==> src/rtl/uart_pkg.sv <==
// Shared UART definitions: receiver FSM states, data width and the
// bit-period helper used by both the receiver and the transmitter.
package uart_pkg;

  localparam int UART_DATA_W = 8;

  typedef enum logic [2:0] {
    WAIT_HIGH,  // wait for an idle (high) line before arming
    IDLE,       // armed, looking for a start-bit falling edge
    START,      // confirm the start bit at its midpoint
    DATA,       // sample eight data bits, LSB first
    STOP        // sample the stop bit and dispatch the byte
  } uart_state_e;

  // Rounded clocks per bit: (clk_freq + baud/2) / baud.
  function automatic int clks_per_bit(input int clk_freq, input int baud);
    return (clk_freq + baud / 2) / baud;
  endfunction

endpackage

==> src/rtl/uart_rx_fifo_if.sv <==
// Consumer-side bundle of the UART receiver: read handshake, FIFO status
// and event pulses.
//   rd_en     pop request (ignored while empty)
//   rd_data   FIFO head, first-word fall-through, 0 while empty
//   empty/full/count  registered occupancy status
//   rx_ready/frame_err/overrun  one-cycle event pulses
interface uart_rx_fifo_if
  import uart_pkg::*;
#(
  parameter int DEPTH = 16
);
  logic                     rd_en;
  logic [UART_DATA_W-1:0]   rd_data;
  logic                     empty;
  logic                     full;
  logic [$clog2(DEPTH):0]   count;
  logic                     rx_ready;
  logic                     frame_err;
  logic                     overrun;

  // slave: the receiver; master: the downstream consumer
  modport slave  (input  rd_en,
                  output rd_data, empty, full, count, rx_ready, frame_err, overrun);
  modport master (output rd_en,
                  input  rd_data, empty, full, count, rx_ready, frame_err, overrun);
endinterface

==> src/rtl/uart_sync_fifo.sv <==
// Synchronous first-word-fall-through FIFO.
//   clk, rst_n  clock, async active-low reset
//   i_push      write i_wdata (accepted when not full, or full with a pop)
//   i_pop       remove head (ignored while empty)
//   o_rdata     head entry, 0 while empty
//   o_empty, o_full, o_count  registered occupancy
module uart_sync_fifo #(
  parameter int WIDTH = 8,
  parameter int DEPTH = 16
) (
  input  logic                     clk,
  input  logic                     rst_n,
  input  logic                     i_push,
  input  logic [WIDTH-1:0]         i_wdata,
  input  logic                     i_pop,
  output logic [WIDTH-1:0]         o_rdata,
  output logic                     o_empty,
  output logic                     o_full,
  output logic [$clog2(DEPTH):0]   o_count
);
  localparam int AW = $clog2(DEPTH);
  localparam int CW = AW + 1;

  logic [WIDTH-1:0] r_mem [DEPTH];
  logic [AW-1:0]    r_wr_ptr, r_rd_ptr;
  logic [CW-1:0]    r_count, w_count_next;
  logic             r_empty, r_full;
  logic             w_push, w_pop;

  assign w_pop  = i_pop & ~r_empty;
  // A push into a full FIFO is allowed only when the head leaves in the same cycle.
  assign w_push = i_push & (~r_full | w_pop);

  always_comb begin
    // NOTE: default first so every path assigns and no latch is inferred.
    w_count_next = r_count;
    case ({w_push, w_pop})
      2'b10:   w_count_next = r_count + CW'(1);
      2'b01:   w_count_next = r_count - CW'(1);
      default: w_count_next = r_count;
    endcase
  end

  always_ff @(posedge clk or negedge rst_n) begin
    if (!rst_n) begin
      // NOTE: non-blocking assignments for all sequential state.
      r_wr_ptr <= '0;
      r_rd_ptr <= '0;
      r_count  <= '0;
      r_empty  <= 1'b1;
      r_full   <= 1'b0;
    end else begin
      if (w_push) r_wr_ptr <= r_wr_ptr + AW'(1);
      if (w_pop)  r_rd_ptr <= r_rd_ptr + AW'(1);
      r_count <= w_count_next;
      r_empty <= (w_count_next == '0);
      r_full  <= (w_count_next == CW'(DEPTH));
    end
  end

  // NOTE: storage has no reset; the pointers and count define validity.
  always_ff @(posedge clk) begin
    if (w_push) r_mem[r_wr_ptr] <= i_wdata;
  end

  assign o_rdata = r_empty ? '0 : r_mem[r_rd_ptr];
  assign o_empty = r_empty;
  assign o_full  = r_full;
  assign o_count = r_count;

endmodule

==> src/rtl/uart_rx_fifo.sv <==
// UART 8N1 receiver with a FWFT receive FIFO.
//   clk    system clock
//   reset  async active-low reset
//   rxd    asynchronous serial line, idles high
//   bus    consumer handshake and status (uart_rx_fifo_if.slave)
module uart_rx_fifo
  import uart_pkg::*;
#(
  parameter int CLK_FREQ  = 1000000,
  parameter int BAUD_RATE = 9600,
  parameter int DEPTH     = 16
) (
  input  logic          clk,
  input  logic          reset,
  input  logic          rxd,
  uart_rx_fifo_if.slave bus
);
  localparam int CLKS_PER_BIT = clks_per_bit(CLK_FREQ, BAUD_RATE);
  localparam int HALF         = CLKS_PER_BIT / 2;
  localparam int CNT_W        = $clog2(CLKS_PER_BIT);
  localparam logic [CNT_W-1:0] CNT_BIT_END  = CNT_W'(CLKS_PER_BIT - 1);
  localparam logic [CNT_W-1:0] CNT_HALF_END = CNT_W'(HALF - 1);

  logic                   r_rxd_meta, r_rxd_sync;
  logic [1:0]             r_sync_vld;
  uart_state_e            r_state;
  logic [CNT_W-1:0]       r_clk_cnt;
  logic [2:0]             r_bit_idx;
  logic [UART_DATA_W-1:0] r_shift;
  logic                   r_rx_ready, r_frame_err, r_overrun;

  logic w_bit_end, w_stop_sample, w_push, w_drop, w_ferr, w_full;

  // Two-flop synchronizer, reset to the idle level. r_sync_vld marks when the
  // synchronizer holds real line samples, so the reset value of 1 cannot arm
  // the receiver while the line is actually held low.
  always_ff @(posedge clk or negedge reset) begin
    if (!reset) begin
      r_rxd_meta <= 1'b1;
      r_rxd_sync <= 1'b1;
      r_sync_vld <= 2'b00;
    end else begin
      r_rxd_meta <= rxd;
      r_rxd_sync <= r_rxd_meta;
      r_sync_vld <= {r_sync_vld[0], 1'b1};
    end
  end

  assign w_bit_end     = (r_clk_cnt == CNT_BIT_END);
  assign w_stop_sample = (r_state == STOP) && w_bit_end;
  assign w_push        = w_stop_sample &&  r_rxd_sync && (!w_full || bus.rd_en);
  assign w_drop        = w_stop_sample &&  r_rxd_sync &&   w_full && !bus.rd_en;
  assign w_ferr        = w_stop_sample && !r_rxd_sync;

  always_ff @(posedge clk or negedge reset) begin
    if (!reset) begin
      r_state   <= WAIT_HIGH;
      r_clk_cnt <= '0;
      r_bit_idx <= '0;
      r_shift   <= '0;
    end else begin
      case (r_state)
        WAIT_HIGH: if (r_sync_vld[1] && r_rxd_sync) r_state <= IDLE;
        IDLE: begin
          if (!r_rxd_sync) begin
            r_state   <= START;
            r_clk_cnt <= '0;
          end
        end
        START: begin
          if (r_clk_cnt == CNT_HALF_END) begin
            if (!r_rxd_sync) begin
              r_state   <= DATA;
              r_clk_cnt <= '0;
              r_bit_idx <= '0;
            end else begin
              r_state <= IDLE;  // glitch shorter than half a bit
            end
          end else begin
            r_clk_cnt <= r_clk_cnt + CNT_W'(1);
          end
        end
        DATA: begin
          if (w_bit_end) begin
            r_shift[r_bit_idx] <= r_rxd_sync;
            r_clk_cnt          <= '0;
            if (r_bit_idx == 3'd7) r_state <= STOP;
            else                   r_bit_idx <= r_bit_idx + 3'd1;
          end else begin
            r_clk_cnt <= r_clk_cnt + CNT_W'(1);
          end
        end
        STOP: begin
          if (w_bit_end) begin
            r_clk_cnt <= '0;
            // Leave at the sample point so a back-to-back start bit is caught.
            r_state   <= r_rxd_sync ? IDLE : WAIT_HIGH;
          end else begin
            r_clk_cnt <= r_clk_cnt + CNT_W'(1);
          end
        end
        default: r_state <= WAIT_HIGH;
      endcase
    end
  end

  always_ff @(posedge clk or negedge reset) begin
    if (!reset) begin
      r_rx_ready  <= 1'b0;
      r_frame_err <= 1'b0;
      r_overrun   <= 1'b0;
    end else begin
      r_rx_ready  <= w_push;
      r_frame_err <= w_ferr;
      r_overrun   <= w_drop;
    end
  end

  uart_sync_fifo #(
    .WIDTH (UART_DATA_W),
    .DEPTH (DEPTH)
  ) u_fifo (
    .clk     (clk),
    .rst_n   (reset),
    .i_push  (w_push),
    .i_wdata (r_shift),
    .i_pop   (bus.rd_en),
    .o_rdata (bus.rd_data),
    .o_empty (bus.empty),
    .o_full  (w_full),
    .o_count (bus.count)
  );

  assign bus.full      = w_full;
  assign bus.rx_ready  = r_rx_ready;
  assign bus.frame_err = r_frame_err;
  assign bus.overrun   = r_overrun;

endmodule

==> src/flat_wrapper.sv <==
// flat-port wrapper written by rule: the top's interface ports become plain ports
module uart_rx_fifo_flat import uart_pkg::*;
#(
  parameter int CLK_FREQ  = 1000000,
  parameter int BAUD_RATE = 9600,
  parameter int DEPTH     = 16
)
  (clk, reset, rxd, bus_rd_en, bus_rd_data, bus_empty, bus_full, bus_count, bus_rx_ready, bus_frame_err, bus_overrun);
  uart_rx_fifo_if #(.DEPTH(DEPTH)) bus_i ();
  input  logic clk;
  input  logic reset;
  input  logic rxd;
  input wire logic [$bits(bus_i.rd_en)-1:0] bus_rd_en;
  output wire logic [$bits(bus_i.rd_data)-1:0] bus_rd_data;
  output wire logic [$bits(bus_i.empty)-1:0] bus_empty;
  output wire logic [$bits(bus_i.full)-1:0] bus_full;
  output wire logic [$bits(bus_i.count)-1:0] bus_count;
  output wire logic [$bits(bus_i.rx_ready)-1:0] bus_rx_ready;
  output wire logic [$bits(bus_i.frame_err)-1:0] bus_frame_err;
  output wire logic [$bits(bus_i.overrun)-1:0] bus_overrun;
  assign bus_i.rd_en = bus_rd_en;
  assign bus_rd_data = bus_i.rd_data;
  assign bus_empty = bus_i.empty;
  assign bus_full = bus_i.full;
  assign bus_count = bus_i.count;
  assign bus_rx_ready = bus_i.rx_ready;
  assign bus_frame_err = bus_i.frame_err;
  assign bus_overrun = bus_i.overrun;
  uart_rx_fifo #(.CLK_FREQ(CLK_FREQ), .BAUD_RATE(BAUD_RATE), .DEPTH(DEPTH)) u_core (.clk(clk), .reset(reset), .rxd(rxd), .bus(bus_i));
endmodule
==> config.mk <==
export PLATFORM = sky130hd
export DESIGN_NAME = uart_rx_fifo_flat
export DESIGN_NICKNAME = d
export VERILOG_FILES = /design/src/rtl/uart_pkg.sv /design/src/rtl/uart_rx_fifo_if.sv /design/src/rtl/uart_sync_fifo.sv /design/src/rtl/uart_rx_fifo.sv /design/src/flat_wrapper.sv
export SDC_FILE = /design/constraint.sdc
export NUM_CORES = 1
export LEC_CHECK = 0
export ABC_AREA = 1
export CORE_ASPECT_RATIO = 0.5
export CORE_UTILIZATION = 60
export DETAILED_ROUTE_END_ITERATION = 8
export PLACE_DENSITY_LB_ADDON = 0.15
export SKIP_CTS_REPAIR_TIMING = 1
export SYNTH_ARGS = -nofsm -noshare
export SYNTH_HDL_FRONTEND = slang
export SYNTH_SLANG_ARGS = --single-unit
==> constraint.sdc <==
create_clock -name clk -period 2.94 [get_ports clk]
set_input_delay 0.588 -clock clk [delete_from_list [all_inputs] [get_ports clk]]
set_output_delay 0.588 -clock clk [all_outputs]
set_load 0.05 [all_outputs]
==> results of run 1 <==
## kinds of logic after synthesis
family,after synthesis,synth area share
DFF,171,0.6619
other,1,0.0005041
buffers and inverters,68,0.03869
adders and majority gates,11,0.01850
AOI/OAI and AO/OA,141,0.1083
and+or+nand+nor,275,0.1638
xor gates and xnor gates,7,0.008242
## per-layer routing
metal | routed length, um | share of wire | vias to the layer above
li1 | - | - | 2460
met1 | 6908 | 0.43 | 2448
met2 | 7364 | 0.46 | 223
met3 | 1457 | 0.091 | 28
met4 | 310 | 0.019 | 0
met5 | 0 | 0 | -
## registers in the layout, indices dropped and copies added, names as in the netlist
name / flops
u_core.r_bit_idx: 3
u_core.u_fifo.o_count: 5
u_core.u_fifo.r_rd_ptr: 4
u_core.u_fifo.o_full: 1
u_core.u_fifo.r_mem: 128
u_core.bus.overrun: 1
u_core.r_shift: 8
u_core.bus.frame_err: 1
u_core.r_rxd_sync: 1
u_core.r_sync_vld: 2
u_core.u_fifo.r_wr_ptr: 4
u_core.r_clk_cnt: 7
u_core.r_state: 3
u_core.r_rxd_meta: 1
u_core.bus.rx_ready: 1
u_core.u_fifo.o_empty: 1
## worst register-to-register path, stage by stage, from the launching register on
cell and delay, ps:
dfrtp_1 390, ha_2 220, nand2_2 90, nor2_4 130, nand3_4 120, nor2_4 160, nand3_4 80, ha_1 260
inv_1 90, nand2_1 50, nand2_1 90, ha_1 230, nand2_1 60, o21ai_0 100, or2_2 290, nor2_1 100
nand3_1 100, nor2_1 100
## final timing paths
kind | end | slack (ps)
worst max-delay path | bus_rd_data[2] | 110
worst min-delay path | u_core.u_fifo.o_count[0] | 310
worst max register to register | u_core.u_fifo.o_empty | 230
worst min register to register | u_core.r_rxd_sync | 360
max in group asynchronous | u_core.u_fifo.r_rd_ptr[0] | 1960
min in group clk | u_core.r_rxd_sync | 360
## area by class of cell
| type | instances | area share |
|---|---|---|
| Multi-Input combinational cell | 435 | 0.2574 |
| Clock inverter | 15 | 0.02005 |
| Sequential cell | 171 | 0.5638 |
| Tap cell | 165 | 0.02364 |
| Clock buffer | 17 | 0.04870 |
| Inverter | 43 | 0.02020 |
| Timing Repair Buffer | 54 | 0.06618 |
## where the power goes
part           switching (mW)  total [mW]  internal [mW]
Combinational            2.44        3.92           1.49
Sequential              0.218        2.92           2.70
Clock                    1.04        2.26           1.22
## layout by cell type (no fill, tap or decap), types with 6 or more instances in the layout
cell type,instances
ha_1,10
o211ai_1,33
xor2_1,6
nor2_4,6
o21ai_1,7
edfxtp_1,128
nand3_1,45
buf_4,28
nand2_2,11
nor2_1,128
clkdlybuf4s50_1,12
buf_12,11
o21ai_0,81
a21oi_1,8
clkbuf_16,17
nand2_1,71
inv_1,35
dfrtp_1,39
## cells in the mapped netlist, drive strengths merged
master / instances / area, sq um
o22ai: 2 / 12.51
inv: 40 / 150.1
a22oi: 1 / 7.510
xor2: 6 / 52.55
or2: 1 / 6.260
dfstp: 3 / 78.83
xnor2: 1 / 8.760
buf: 13 / 76.32
conb: 1 / 3.750
nor2: 135 / 554.3
nor3: 4 / 20.02
a21oi: 13 / 65.06
o21a: 1 / 7.510
o21ai: 90 / 457.9
nand3: 47 / 260.3
clkinv: 3 / 16.27
nand4: 5 / 31.28
edfxtp: 128 / 3844
nand2: 83 / 346.6
clkbuf: 12 / 45.04
o21bai: 1 / 7.510
o211ai: 33 / 247.7
ha: 11 / 137.6
dfrtp: 40 / 1001
==> summary.md, run 1 <==
| Metric | Value |
|---|---|
| Status | finished clean |
| Largest net degree at the start of global routing | 49 |
| Initial antenna violation count | 0 |
| H-tree lvl count | 4 |
| Total power | 9.103 mW |
| # Max-Cap Violations | 0 |
| Layout Nets | 737 |
| CTS Buffer Depth | 2 |
| Slowest CP cell | dfrtp_1 |
| Area of the multi-input gates | 2248 sq um |
| DPL Wire Length | 9887 um |
| IO Pins | 22 |
| CP Data Required Time | 2350 ps |
| CTS tree | yes |
| Layout cells sized above 1 | 0.1565 |
| Syn_nets | 689 |
| WP buf/inv | 3 |
| DR iter-0 viols | 546 |
| Largest delay share family, worst path | buffers and inverters |
| Total Wirelength | 16040 um |
| Die width | 159.5 um |
| VDD IR-drop max | 0.8100 mV |
| Final setup margin | 106.8 ps |
| Tightest Pin Transition | 967.5 ps |
| Maximum fanout along the worst path | 12 |
| Fin crit share | 0.9637 |
| Final non-filler cell total | 900 |
| Worst Path Arrival | 2250 ps |
| Final hold violations | 0 |
| Pre-CTS setup slack | -72.04 ps |
| Core area | 11950 sq um |
| Dpl cell area | 8073 sq um |
| Post-Syn Area | 7438 sq um |
| Syn Inst Count | 674 |
| Initial Util | 0.6226 |
| Drt pass-1 iters | 5 |
| Worst Setup SP | u_core.u_fifo.r_rd_ptr[1] |
| GR Util All Layers | 0.2634 |
| Filler cells | 783 |
| Final setup viols | 0 |
| Reg2reg path depth | 17 |
| Slew Viols, Final | 0 |
| Total CTS buffers | 17 |
| Die area | 12870 sq um |
| Clock Pin Slew Worst Setup and Hold Paths | 70 ps |
| Via count | 5159 |
| Distinct cells, synth | 35 |
| Met2 Usage GRT | 0.4201 |
| Vias in the first global route | 4801 |
| Post-DR vias/cell | 5.732 |
| Synthesized flop and latch total | 171 |
| Final core occ | 0.7311 |
| Setup tns final | 0 ps |
| Hold slack | 314.0 ps |
| Final design area excluding fillers | 8735 sq um |
| Final GP Congestion | 0.8421 |
| Min Tclk post-route | 2833 ps |
| Max Clock Freq | 353.0 MHz |
| Area delta synth->final | 17.43% |
| Input/output buffers | 21 |
| Antenna fix cells | 0 |
| Crit path launch type | flip-flop |
| Routed len/inst | 17.82 um |
| GR met1 Demand/Resource | 0.3650 |
| Worst path depth | 8 |
| Root Driver | clkbuf_16 |
| CP Capture Type | output pin |
| HP Class | in -> async |
| Avg Cell Area, Syn | 11.04 sq um |
| Clock tree sinks | 171 |
| Reg area | 4925 sq um |
| First-pass GRT wire length | 24870 um |
| Gr busiest metal | met2 |
| Placed Cells | 865 |
| Pwr Density | 1042 nW/um^2 |
| Max stage delay on crit path | 470 ps |
| Crit Path Class | reg -> out |
| Post-synthesis sequential area ratio | 0.6619 |
| Crit Reg-Reg Startpoint | u_core.r_clk_cnt[1] |
| Die height | 80.73 um |
| Crit-path cells | clkinvlp_4 -> buf_4 -> nor2_1 -> o21ai_0 -> o211ai_1 -> nand3_1 -> a21oi_1 -> buf_12 |
| Setup Skew | 14.51 ps |
| # DRC | 0 |
| Pleak | 3.602 nW |
| Worst-skew pair later-pin latency | 430 ps |
| Post-DRT Antenna Nets | 0 |
| M3 GR Usage | 0.04801 |
| Syn. warnings | 0 |
| Row count | 28 |
| Max-slew headroom | 0.3550 |
| Grt total ovfl | 0 |
Power figures use the tool's default switching activity.
==> inputs of run 2 (changes only) <==
--- a/config.mk
+++ b/config.mk
@@ -8,6 +8,7 @@
 export ABC_AREA = 1
 export CORE_ASPECT_RATIO = 0.5
 export CORE_UTILIZATION = 60
+export CTS_BUF_LIST = sky130_fd_sc_hd__clkbuf_16
 export DETAILED_ROUTE_END_ITERATION = 8
 export PLACE_DENSITY_LB_ADDON = 0.15
 export SKIP_CTS_REPAIR_TIMING = 1
==> results of run 2 <==
No change in the layout: final DEF, timing and power equal those of run 1.
==> RTL edit 1 (flow settings as in run 2) <==
Add an input register stage for `rxd`; this delays it by one clock. The other inputs are not delayed to match.
--- a/src/rtl/uart_rx_fifo.sv
+++ b/src/rtl/uart_rx_fifo.sv
@@ -22,4 +22,10 @@
   localparam logic [CNT_W-1:0] CNT_HALF_END = CNT_W'(HALF - 1);
 
+  logic rxd_q;
+
+  always_ff @(posedge clk) begin
+    rxd_q <= rxd;
+  end
+
   logic                   r_rxd_meta, r_rxd_sync;
   logic [1:0]             r_sync_vld;
@@ -41,5 +47,5 @@
       r_sync_vld <= 2'b00;
     end else begin
-      r_rxd_meta <= rxd;
+      r_rxd_meta <= rxd_q;
       r_rxd_sync <= r_rxd_meta;
       r_sync_vld <= {r_sync_vld[0], 1'b1};
Formal check against the unedited RTL: same outputs for any inputs over 10 cycles, from zero or initial values and one cycle with reset low; that may be too few to reach the edited logic, so the function may still have changed.
==> RTL edit 1 against run 2 <==
Sequential cell count up 1. Wire length up 1.8%. Critical path depth down 1. Total power up 0.18%. Worst setup slack worse by 0.012 ns. Clock skew down 0.0044 ns. Final area down 0.39%. Synthesized area down 0.45%. Critical endpoint unchanged.
==> RTL edit 1: results (changes against run 2) <==
outcome finished, final reports clean; achievable clock frequency 351 MHz (-0.42%); clock skew 0.0101 ns (-0.00441 ns); deepest clock path buffer count 2 (unchanged); Clock transition at path regs 0.07 ns (about the same); WP data arrival ~2.3 ns; Regs by FF count u_core.u_fifo.r_mem x128, u_core.r_shift x8, u_core.r_clk_cnt x7; initial DRC count 471 (-14%); Max VDD drop 0.747 mV (-7.8%); Post-synth EDFFs 128 (unchanged); Pre-antenna DRT Iters 5 (unchanged); PortBufs 21 (unchanged); Crit-path slowest cell dfrtp_2; Worst-Skew Late Latency 0.43 ns (about the same); Worst slew margin 52.2% (+17 points); warnings from Yosys 0 (unchanged); global-route wire length before repair 26.0 mm (+4.4%); initial antenna violation count 0 (unchanged); list of most frequent post-synthesis cells edfxtp_1, nor2_1, o21ai_0, nand2_1, nand3_1; post-synthesis cell count 679 (+0.74%); H-tree depth 4 (unchanged); Synthesized Nets 694 (+0.73%); synth top area cells edfxtp_1, dfrtp_1, nor2_1; delay-heaviest family, CP compound AO/OA/AOI/OAI gates; post-DR wirelength/cell 18.0 um (+1.2%); vias in the first global route 4,867 (+1.4%); CP startpoint u_core.u_fifo.r_rd_ptr[0]$_DFFE_PN0P_; FFs w/ async S/R, synth 25.0% (-0.15 points); post-synthesis sequential area ratio 66.8% (+0.57 points); Switch Pwr 0.00361 W (-2.4%); Final Non-Filler Cells 905 (+0.56%); largest net degree at the start of global routing 51 (+4.1%); ys flop type edfxtp_1; reg-to-reg endpoint u_core.u_fifo.o_empty$_DFF_PN1_; leak pwr 3.60 nW (about the same); routability cong. 0.857 (+1.8%); Min-Delay Path Class in2async; detailed placement HPWL 10.2 mm (+3.4%); count of cell types in the netlist 34 (-2.9%); total track usage 27.6% (+1.3 points); total clock buffers created by CTS 17 (unchanged); CP max stage delay 0.50 ns (+0.03 ns); Post-Place Cells 868 (+0.35%); Filler cells 797 (+1.8%); Worst Reg-to-Reg Cells 17 (unchanged); nets 742 (+0.68%); Root Driver clkbuf_16; Critical Path Sink bus_rd_data[2]; pre-CTS WS -0.0533 ns (+0.0187 ns); worst r2r src u_core.r_clk_cnt[1]$_DFFE_PN0P_; n_diodes 0 (unchanged); share of layout cells above drive strength 1 14.2% (-1.5 points); flop2flop setup slack 0.27 ns (+0.04 ns); CP Max Fanout 16 (+4); Vias/cell 5.76 (+0.47%)
==> RTL edit 1: cell families after synthesis <==
kind of cell	after synthesis	share of synthesized area, %
flip-flops	172	66.8
adder cells (fa/ha/maj)	11	1.86
AO/OA/AOI/OAI	139	10.6
AND/OR/NAND/NOR	277	15.9
buffers and inverters	72	3.99
other	1	0.0506
XOR/XNOR	7	0.828
==> RTL edit 1: power by group through the flow <==
stage / clock network (W) / registers, W / logic [W]
after floorplan: 0 / 0.00301 / 0.00232
after global placement: 0 / 0.00294 / 0.00370
after detailed placement: 0 / 0.00294 / 0.00375
after CTS: 0.00235 / 0.00289 / 0.00379
after global routing: 0.00244 / 0.00291 / 0.00422
final: 0.00233 / 0.00289 / 0.00390
==> RTL edit 1: layout make-up <==
type / instances / area [sq um] / share of cell area, %
Sequential cell: 172 / 4940 / 56.8
Multi-Input combinational cell: 435 / 2180 / 25.0
Timing Repair Buffer: 55 / 582 / 6.69
Clock buffer: 17 / 425 / 4.89
Tap cell: 165 / 206 / 2.37
Clock inverter: 15 / 185 / 2.13
Inverter: 46 / 180 / 2.07
==> RTL edit 1: routing by layer <==
layer / share of wire, % / global-route usage (%)
met5: 0 / 0
met4: 2.1 / 9.81
met3: 7.8 / 5.84
met2: 46 / 43.9
met1: 44 / 38.3
==> RTL edit 1: stage by stage <==
| stage | area (sq um) | hold slack [ns] |
|---|---|---|
| 6_report | 8700 | 0.152 |
| 3_5_place_dp | 8030 | 0.293 |
| 4_1_cts | 8640 | 0.160 |
| 2_1_floorplan | 7400 | 0.284 |
| 3_3_place_gp | 8030 | 0.286 |
| 5_1_grt | 8700 | 0.191 |
==> RTL edit 2 (config.mk and constraints of run 2) <==
Made on the original files. `DEPTH` is set to 16 in 4 places; all go to 32.
--- a/src/rtl/uart_rx_fifo_if.sv
+++ b/src/rtl/uart_rx_fifo_if.sv
@@ -8,5 +8,5 @@
   import uart_pkg::*;
 #(
-  parameter int DEPTH = 16
+  parameter int DEPTH = 32
 );
   logic                     rd_en;
--- a/src/rtl/uart_sync_fifo.sv
+++ b/src/rtl/uart_sync_fifo.sv
@@ -7,5 +7,5 @@
 module uart_sync_fifo #(
   parameter int WIDTH = 8,
-  parameter int DEPTH = 16
+  parameter int DEPTH = 32
 ) (
   input  logic                     clk,
--- a/src/rtl/uart_rx_fifo.sv
+++ b/src/rtl/uart_rx_fifo.sv
@@ -9,5 +9,5 @@
   parameter int CLK_FREQ  = 1000000,
   parameter int BAUD_RATE = 9600,
-  parameter int DEPTH     = 16
+  parameter int DEPTH     = 32
 ) (
   input  logic          clk,
--- a/src/flat_wrapper.sv
+++ b/src/flat_wrapper.sv
@@ -4,5 +4,5 @@
   parameter int CLK_FREQ  = 1000000,
   parameter int BAUD_RATE = 9600,
-  parameter int DEPTH     = 16
+  parameter int DEPTH     = 32
 )
   (clk, reset, rxd, bus_rd_en, bus_rd_data, bus_empty, bus_full, bus_count, bus_rx_ready, bus_frame_err, bus_overrun);
Ports: changed (resized bus_count); port bits go from 22 to 23. The function was not compared with the original's and may differ.
==> RTL edit 2 against run 2 <==
The run now ends with setup timing left. Wire length rose by 92%. Final area rose by 73%. Synthesized area rose by 71%. Worst setup slack got worse by 0.29 ns. Combinational power rose by 60%. Clock power rose by 77%. First-iteration DRC count rose by 94%. Non-clock buffer count rose by 44. Clock skew fell by 0.0025 ns. Total power rose by 67%. Sequential cell count rose by 131. Sequential power rose by 70%. Critical path type unchanged. Largest cell class unchanged. Highest routed layer unchanged.
==> RTL edit 2: results (changes against run 2) <==
nets 1,228 (+67%); share of layout cells above drive strength 1 14.8% (-0.80 points); post-synthesis sequential area ratio 69.3% (+3.1 points); via count 8,879 (+72%); Worst Reg-to-Reg Cells 19 (+2); synth top area cells edfxtp_1, dfrtp_1, nor2_1; deepest clock path buffer count 3 (+1); routability cong. 0.877 (+4.1%); PortBufs 22 (+4.8%); CP Max Fanout 15 (+3); initial DRC count 1,058 (+94%); flop2flop setup slack 0.35 ns (+0.12 ns); leak pwr 6.13 nW (+70%); detailed placement HPWL 17.0 mm (+72%); setup violators final 8 (+8); total track usage 26.7% (+0.41 points); Critical Path Sink bus_rd_data[1]; global-route wire length before repair 44.9 mm (+81%); Post-Place Cells 1,441 (+67%); violated checks setup timing; reg-to-reg endpoint u_core.u_fifo.o_full$_DFF_PN0_; H-tree depth 1 (-3); clock skew 0.0120 ns (-0.00246 ns); WP data arrival 2.54 ns (+0.29 ns); post-DR wirelength/cell 20.4 um (+15%); outcome finished, violations left; PnR worst setup slack -0.185 ns (-0.292 ns); Worst slew margin 24.9% (-11 points)
## RTL edit 2: cell types whose count changed in the layout (fill, tap and decap cells not counted), sizes merged, moves of 19 or more
| cell | before | now |
|---|---|---|
| edfxtp | 128 | 256 |
| nor2 | 135 | 237 |
| o22ai | 2 | 36 |
| buf | 42 | 76 |
| clkbuf | 17 | 36 |
| o21ai | 90 | 153 |
| nand2 | 83 | 159 |
## RTL edit 2: routing by layer
layer / share of wire [%] / global-route usage [%]
met5: 0 / 0
met4: 1.2 / 4.92
met3: 9.6 / 5.02
met2: 46 / 41.3
met1: 43 / 40.3
## RTL edit 2: critical path, delay by kind of cell, from the launching register on
| kind | cells | cell delay (ns) |
|---|---|---|
| simple gates | 6 | 0.69 |
| flops | 1 | 0.57 |
| compound gates | 2 | 0.23 |
| buf+inv | 3 | 0.51 |
## RTL edit 2: final cells by class
cell class / count / area (sq um)
Timing Repair Buffer: 98 / 1120
Multi-Input combinational cell: 721 / 3550
Fill cell: 1317 / 5570
Tap cell: 273 / 342
Clock inverter: 21 / 333
Sequential cell: 302 / 8850
Inverter: 64 / 253
Clock buffer: 27 / 676
## RTL edit 2: metrics by stage
stage | instance area (sq um) | hold WS, ns | power [W] | worst slack (ns) | utilization (%)
2_1_floorplan | 12800 | 0.292 | 0.00857 | 0.390 | -
3_3_place_gp | 13600 | 0.343 | 0.0101 | 0.0860 | 65.7
3_5_place_dp | 13600 | 0.347 | 0.0102 | 0.0495 | 65.7
4_1_cts | 14600 | 0.123 | 0.0142 | -0.275 | 70.6
5_1_grt | 15100 | 0.164 | 0.0159 | -0.248 | 73.1
6_report | 15100 | 0.119 | 0.0152 | -0.185 | 73.1
## RTL edit 2: cells by family (layout without fill, tap and decap cells)
| logic type | after synthesis | after routing | synth area share (%) |
|---|---|---|---|
| AO/OA/AOI/OAI | 230 | 230 | 9.87 |
| XOR/XNOR | 12 | 12 | 0.824 |
| adder cells (fa/ha/maj) | 11 | 11 | 1.08 |
| buffers and inverters | 115 | 210 | 3.93 |
| flip-flops | 302 | 302 | 69.3 |
| other | 1 | 1 | 0.0294 |
| AND/OR/NAND/NOR | 467 | 467 | 14.9 |
## RTL edit 2: power breakdown
group | internal, W | total [W] | switching, W
clock | 0.00246 | 0.00400 | 0.00154
sequential | 0.00473 | 0.00497 | 0.000244
combinational | 0.00231 | 0.00627 | 0.00396
total | 0.00950 | 0.0152 | 0.00574
